$ cat src/rtl/floor_req_scheduler.sv
// -----------------------------------------------------------------------------
// floor_req_scheduler
//
// Collects floor requests from the button decoder into a pending bitmap and
// hands one target floor at a time to the elevator control unit in SCAN
// (elevator) order. Service completion is detected from the control unit's
// floor/open outputs, which also clear the served request.
//
// Ports:
//   clk        in   system clock, rising edge
//   resetN     in   synchronous active-low reset
//   btn_valid  in   one-cycle request strobe
//   btn_floor  in   requested floor (sampled with btn_valid)
//   cur_floor  in   car position from the control unit
//   door_open  in   door-open indication from the control unit
//   req        out  registered target floor for the control unit
//   req_valid  out  high while a target is being served (SERVE_* / DOOR)
//   pending    out  registered outstanding-request bitmap
//   dir_up     out  current/last sweep direction, 1 = up
//   err        out  one-cycle pulse for an out-of-range request
//   btn_cancel in   cancel strobe (only with FLOOR_SCHED_CANCEL_EN)
//
// Configuration macro: FLOOR_SCHED_CANCEL_EN adds btn_cancel; btn_valid with
// btn_cancel clears pending[btn_floor] instead of setting it.
// -----------------------------------------------------------------------------
module floor_req_scheduler #(
    parameter int NUM_FLOORS = 16,
    parameter int FLOOR_BITS = $clog2(NUM_FLOORS)
) (
    input  logic                  clk,
    input  logic                  resetN,
    input  logic                  btn_valid,
    input  logic [FLOOR_BITS-1:0] btn_floor,
    input  logic [FLOOR_BITS-1:0] cur_floor,
    input  logic                  door_open,
    output logic [FLOOR_BITS-1:0] req,
    output logic                  req_valid,
    output logic [NUM_FLOORS-1:0] pending,
    output logic                  dir_up,
    output logic                  err
`ifdef FLOOR_SCHED_CANCEL_EN
    ,
    input  logic                  btn_cancel
`endif
);

    typedef enum logic [1:0] {
        IDLE       = 2'd0,
        SERVE_UP   = 2'd1,
        SERVE_DOWN = 2'd2,
        DOOR       = 2'd3
    } state_t;

    // Result of a pending-bitmap search: found flag plus floor index.
    typedef struct packed {
        logic                  found;
        logic [FLOOR_BITS-1:0] idx;
    } hit_t;

    // One extra bit so NUM_FLOORS itself is representable for the range test.
    localparam logic [FLOOR_BITS:0] FLOOR_LIMIT = (FLOOR_BITS+1)'(NUM_FLOORS);

    // Lowest pending floor above f (or at f when incl is set).
    function automatic hit_t find_above(input logic [NUM_FLOORS-1:0] map,
                                        input logic [FLOOR_BITS-1:0] f,
                                        input logic                  incl);
        hit_t h;
        h.found = 1'b0;
        h.idx   = {FLOOR_BITS{1'b0}};
        // Scan downward so the last hit kept is the lowest one.
        for (int i = NUM_FLOORS - 1; i >= 0; i--) begin
            if (map[i] && ((FLOOR_BITS'(i) > f) || (incl && (FLOOR_BITS'(i) == f)))) begin
                h.found = 1'b1;
                h.idx   = FLOOR_BITS'(i);
            end
        end
        return h;
    endfunction

    // Highest pending floor below f (or at f when incl is set).
    function automatic hit_t find_below(input logic [NUM_FLOORS-1:0] map,
                                        input logic [FLOOR_BITS-1:0] f,
                                        input logic                  incl);
        hit_t h;
        h.found = 1'b0;
        h.idx   = {FLOOR_BITS{1'b0}};
        // Scan upward so the last hit kept is the highest one.
        for (int i = 0; i < NUM_FLOORS; i++) begin
            if (map[i] && ((FLOOR_BITS'(i) < f) || (incl && (FLOOR_BITS'(i) == f)))) begin
                h.found = 1'b1;
                h.idx   = FLOOR_BITS'(i);
            end
        end
        return h;
    endfunction

    // One-hot mask for a floor index; out-of-range indices give all zeros.
    function automatic logic [NUM_FLOORS-1:0] onehot(input logic [FLOOR_BITS-1:0] f);
        logic [NUM_FLOORS-1:0] m;
        for (int i = 0; i < NUM_FLOORS; i++) begin
            m[i] = (FLOOR_BITS'(i) == f);
        end
        return m;
    endfunction

    state_t                state_r;
    logic                  cancel_s;
    logic                  in_range_s;
    logic                  arrive_s;
    logic                  door_hit_s;
    logic                  any_s;
    logic                  choose_up_s;
    logic [FLOOR_BITS-1:0] up_dist_s;
    logic [FLOOR_BITS-1:0] dn_dist_s;
    logic [NUM_FLOORS-1:0] set_mask_s;
    logic [NUM_FLOORS-1:0] clr_mask_s;
    logic [NUM_FLOORS-1:0] pending_nxt_s;
    hit_t                  up_incl_s;
    hit_t                  up_excl_s;
    hit_t                  dn_incl_s;
    hit_t                  dn_excl_s;

`ifdef FLOOR_SCHED_CANCEL_EN
    assign cancel_s = btn_cancel;
`else
    assign cancel_s = 1'b0;
`endif

    // Target search, arrival detection and next pending bitmap.
    always_comb begin
        up_incl_s  = find_above(pending, cur_floor, 1'b1);
        up_excl_s  = find_above(pending, cur_floor, 1'b0);
        dn_incl_s  = find_below(pending, cur_floor, 1'b1);
        dn_excl_s  = find_below(pending, cur_floor, 1'b0);
        any_s      = |pending;
        in_range_s = ({1'b0, btn_floor} < FLOOR_LIMIT);
        arrive_s   = door_open && (cur_floor == req) &&
                     ((state_r == SERVE_UP) || (state_r == SERVE_DOWN));
        // The floor being served with the door open cannot be re-pressed or cancelled.
        door_hit_s = (state_r == DOOR) && (btn_floor == req);

        up_dist_s = up_incl_s.idx - cur_floor;
        dn_dist_s = cur_floor - dn_excl_s.idx;
        // Nearest wins from IDLE; an equal distance resolves upward.
        choose_up_s = up_incl_s.found && (!dn_excl_s.found || (up_dist_s <= dn_dist_s));

        if (btn_valid && in_range_s && !door_hit_s) begin
            if (cancel_s) begin
                set_mask_s = {NUM_FLOORS{1'b0}};
                clr_mask_s = onehot(btn_floor);
            end else begin
                set_mask_s = onehot(btn_floor);
                clr_mask_s = {NUM_FLOORS{1'b0}};
            end
        end else begin
            set_mask_s = {NUM_FLOORS{1'b0}};
            clr_mask_s = {NUM_FLOORS{1'b0}};
        end

        // Clear is applied after set, so an arrival beats a same-floor press.
        if (arrive_s) begin
            pending_nxt_s = (pending | set_mask_s) & ~(clr_mask_s | onehot(req));
        end else begin
            pending_nxt_s = (pending | set_mask_s) & ~clr_mask_s;
        end
    end

    // Scheduler state machine with registered outputs.
    always_ff @(posedge clk) begin
        if (!resetN) begin
            state_r   <= IDLE;
            pending   <= {NUM_FLOORS{1'b0}};
            req       <= {FLOOR_BITS{1'b0}};
            req_valid <= 1'b0;
            dir_up    <= 1'b1;
            err       <= 1'b0;
        end else begin
            pending <= pending_nxt_s;
            err     <= btn_valid && !in_range_s;
            case (state_r)
                IDLE: begin
                    if (!any_s) begin
                        req       <= cur_floor;
                        req_valid <= 1'b0;
                    end else if (choose_up_s) begin
                        state_r   <= SERVE_UP;
                        req       <= up_incl_s.idx;
                        req_valid <= 1'b1;
                        // A request at the current floor keeps the old direction.
                        if (up_incl_s.idx != cur_floor) begin
                            dir_up <= 1'b1;
                        end else begin
                            dir_up <= dir_up;
                        end
                    end else begin
                        state_r   <= SERVE_DOWN;
                        req       <= dn_excl_s.idx;
                        req_valid <= 1'b1;
                        dir_up    <= 1'b0;
                    end
                end
                SERVE_UP: begin
                    if (arrive_s) begin
                        state_r <= DOOR;
                    end else if (up_incl_s.found) begin
                        req <= up_incl_s.idx;
                    end else if (dn_excl_s.found) begin
                        state_r <= SERVE_DOWN;
                        req     <= dn_excl_s.idx;
                        dir_up  <= 1'b0;
                    end else begin
                        state_r   <= IDLE;
                        req       <= cur_floor;
                        req_valid <= 1'b0;
                    end
                end
                SERVE_DOWN: begin
                    if (arrive_s) begin
                        state_r <= DOOR;
                    end else if (dn_incl_s.found) begin
                        req <= dn_incl_s.idx;
                    end else if (up_excl_s.found) begin
                        state_r <= SERVE_UP;
                        req     <= up_excl_s.idx;
                        dir_up  <= 1'b1;
                    end else begin
                        state_r   <= IDLE;
                        req       <= cur_floor;
                        req_valid <= 1'b0;
                    end
                end
                DOOR: begin
                    // req stays frozen until the door reports closed.
                    if (door_open) begin
                        state_r <= DOOR;
                    end else if (dir_up && up_excl_s.found) begin
                        state_r <= SERVE_UP;
                        req     <= up_excl_s.idx;
                    end else if (!dir_up && dn_excl_s.found) begin
                        state_r <= SERVE_DOWN;
                        req     <= dn_excl_s.idx;
                    end else if (any_s && dir_up) begin
                        state_r <= SERVE_DOWN;
                        req     <= dn_incl_s.idx;
                        dir_up  <= 1'b0;
                    end else if (any_s) begin
                        state_r <= SERVE_UP;
                        req     <= up_incl_s.idx;
                        dir_up  <= 1'b1;
                    end else begin
                        state_r   <= IDLE;
                        req       <= cur_floor;
                        req_valid <= 1'b0;
                    end
                end
                default: begin
                    state_r   <= IDLE;
                    req       <= cur_floor;
                    req_valid <= 1'b0;
                end
            endcase
        end
    end

endmodule

$ cat config.mk
export PLATFORM = sky130hd
export DESIGN_NAME = floor_req_scheduler
export DESIGN_NICKNAME = d
export VERILOG_FILES = /design/src/rtl/floor_req_scheduler.sv
export SDC_FILE = /design/constraint.sdc
export NUM_CORES = 1
export LEC_CHECK = 0
export CAP_MARGIN = 20
export CORE_MARGIN = 2
export CORE_UTILIZATION = 55
export CTS_CLUSTER_SIZE = 14
export DETAILED_ROUTE_END_ITERATION = 8
export PLACE_DENSITY = 0.76
export SLEW_MARGIN = 20
export SYNTH_ARGS = -nofsm -noshare
export SYNTH_HDL_FRONTEND = slang
export SYNTH_SLANG_ARGS = --single-unit
$ cat constraint.sdc
create_clock -name clk -period 6.68 [get_ports clk]
set_clock_uncertainty 0.15 [all_clocks]
set_input_delay 1.336 -clock clk [delete_from_list [all_inputs] [get_ports clk]]
set_output_delay 1.336 -clock clk [all_outputs]
set_load 0.02 [all_outputs]
==> metrics.cfg <==
[logic_synthesis]
synth_edf_count=0
yosysMostFrequentCell=nand2_1
synth_ff_type=dfxtp_1
synth_cell_types=94
syn_area_um2=4090
syn_area_per_cell_um2=7.10
ys_top_cells_by_area=dfxtp_1, a21oi_1, ha_1, nand2_1, o21ai_0
yosys_register_bits=24
synth_nets=603
ys_seq_area_share_pct=11.7
ys_warn_count=0
syn_inst=576
synthArstFlopShare_pct=0
yosysTopAreaCell=dfxtp_1
netlist_top_cells_count=nand2_1, nor2_1, a21oi_1
synth_top_area_share_pct=11.7

[cts]
clockRootBuffer=clkbuf_8
clock_path_buffers=2
cts_sinks=24
cts_tree=built
ctsHtreeMaxLevel=1
ctsResizeCount=0
clk_pin_slew_worst_paths_ns=0.09
cts_post_setup_buffers_inserted=0
clock_latency_ns=0.27
numCtsBuffers=3
postCtsHoldBufs=0

[flow_run]
drv_cap=0

[detailed_routing]
post_drt_via_cell_ratio=7.16
dr.first_iter.drc_count=698
drtPass1Iterations=6
ant_nets=0
wire_per_inst_um=21.4
vias=4783
drc=0
wl_mm=14.3

[setup_path]
cp_max_fo=25
required_ns=6.70
crit_path_end_kind=flop
worstSetupPathType=input pin to flop
path_buf_inv=2
path_cells=clkdlybuf4s50_1 > buf_12 > or3_1 > a211oi_1 > o2111a_1 > o21ai_1 > nand2_1 > ha_1 > fa_1 > ha_1 > nor2b_1 > o21a_1 > o21a_1 > o21ai_0 > o22ai_2 > a2111o_1 > a31o_1
worstPathArrival_ns=6.01
critical-path-top-delay-family=compound AO/OA/AOI/OAI gates
cp_slowest_cell=clkdlybuf4s50_1
start_kind=input pin
cp_slowest_stage_delay_ns=0.70

[power_and_ir_drop]
leakagePower_nw=1.57
ir_drop_mv=0.192
total_power_mw=0.882
power_density_nw_per_um2=202

[global_routing]
antenna_found_initial=0
grt-ovfl-total=0
first_global_vias=4336
grt_max_degree=38
grt_pass1_wl_mm=23.2
track_usage_pct=34.4

[timing]
max_freq_ghz=0.167
hold_violations=0
worstMarginPinSlew_ns=0.873
finalCriticalPeriod_ns=5.99
tns_ns=0
rsz0062_at_grt=no
slew_headroom_pct=41.6
fin_crit_sh_pct=89.6
drv_slew=0
holdWs_ns=0.371
setup_violations=0

[floorplanning]
die_w_um=90.3
initial_core_util_pct=56.7
ioPinCount=35
coreArea_um2=7210
num_rows=31
dieArea_um2=8150
fp.dieH_um=90.3

[cells_and_area]
fin_nets=597
fin_area_um2=4370
final_cell_count_no_fill=668
area_delta_synth_final_pct=6.82
n_antenna_cell=0
drive_above_1_share_pct=10.4

[placement]
gp_congestion=1.03
io_buffer_count=33
hpwl_mm=10.4
place_area_um2=4300
dp_cells=664

[worst_hold_path]
hold_class=flop to flop

[outcome]
status=finished clean

## report_power, final
group / total, mW / internal (mW) / switching [mW]
Combinational: 0.531 / 0.213 / 0.318
Sequential: 0.221 / 0.165 / 0.0557
Clock: 0.130 / 0.0802 / 0.0493
## logic make-up after synthesis
kind of cell | share of synthesized area (%)
AO/OA/AOI/OAI | 42.8
XOR/XNOR | 3.21
adder cells (fa/ha/maj) | 5.02
buffers and inverters | 9.91
flip-flops | 11.7
multiplexers | 1.22
other | 0.0917
AND/OR/NAND/NOR | 26.0
## through the flow
stage	utilization (%)	worst slack (ns)
after floorplan	-	1.54
after CTS	60.6	0.801
after detailed placement	59.6	0.503
after global placement	59.6	0.616
final	60.6	0.693
after global routing	60.6	0.538
## per-layer routing
layer	vias up	global-route usage, %	wire (um)
li1	2172	-	-
met1	2228	49.1	5960
met2	327	51.5	6280
met3	56	5.01	1450
met4	0	15.1	579
met5	-	0	0
## final timing paths
path	startpoint	to	depth (start not counted)	slack, ns
worst max-delay path	cur_floor[0]	req[1]$_SDFFE_PN0P_	17	0.69
worst min-delay path	state_r[0]$_SDFFE_PN0P_	state_r[0]$_SDFFE_PN0P_	2	0.37
worst max register to register	pending[7]$_SDFF_PN0_	req[1]$_SDFFE_PN0P_	15	1.92
worst min register to register	state_r[0]$_SDFFE_PN0P_	state_r[0]$_SDFFE_PN0P_	2	0.37
## cells in the final DEF, fill, tap and decap left out, types with 8 or more instances in the layout
| cell | instances |
|---|---|
| clkdlybuf4s50_1 | 30 |
| nor2b_1 | 14 |
| o21ai_1 | 8 |
| nor2_1 | 43 |
| inv_1 | 23 |
| nand2b_1 | 13 |
| a21oi_1 | 41 |
| ha_1 | 14 |
| o211ai_1 | 11 |
| nand3_1 | 14 |
| a31oi_1 | 12 |
| o21ai_0 | 34 |
| o22ai_1 | 10 |
| buf_4 | 8 |
| o21a_1 | 11 |
| nand2_1 | 46 |
| o221a_2 | 10 |
| o31ai_1 | 8 |
| a21boi_0 | 8 |
| xor2_1 | 9 |
| dfxtp_1 | 24 |
## tightest hold or removal path: cells and delay by family, from the launching register on
family / cells / cell delay, ns
flip-flops: 1 / 0.35
AND/OR/NAND/NOR: 1 / 0.06
AO/OA/AOI/OAI: 1 / 0.06
## registers in the layout (all words and copies together) (netlist names)
name       flops
state_r        2
pending       16
req            4
dir_up         1
req_valid      1
## cell type report
cell class                      instances  area (um2)
Clock inverter                          1        30.0
Inverter                               25        93.8
Multi-Input combinational cell        474        3210
Sequential cell                        24         480
Fill cell                             707        2840
Clock buffer                            3        41.3
Timing Repair Buffer                   42         395
Tap cell                               99         124
No activity file was read; power rests on OpenSTA's default activity.
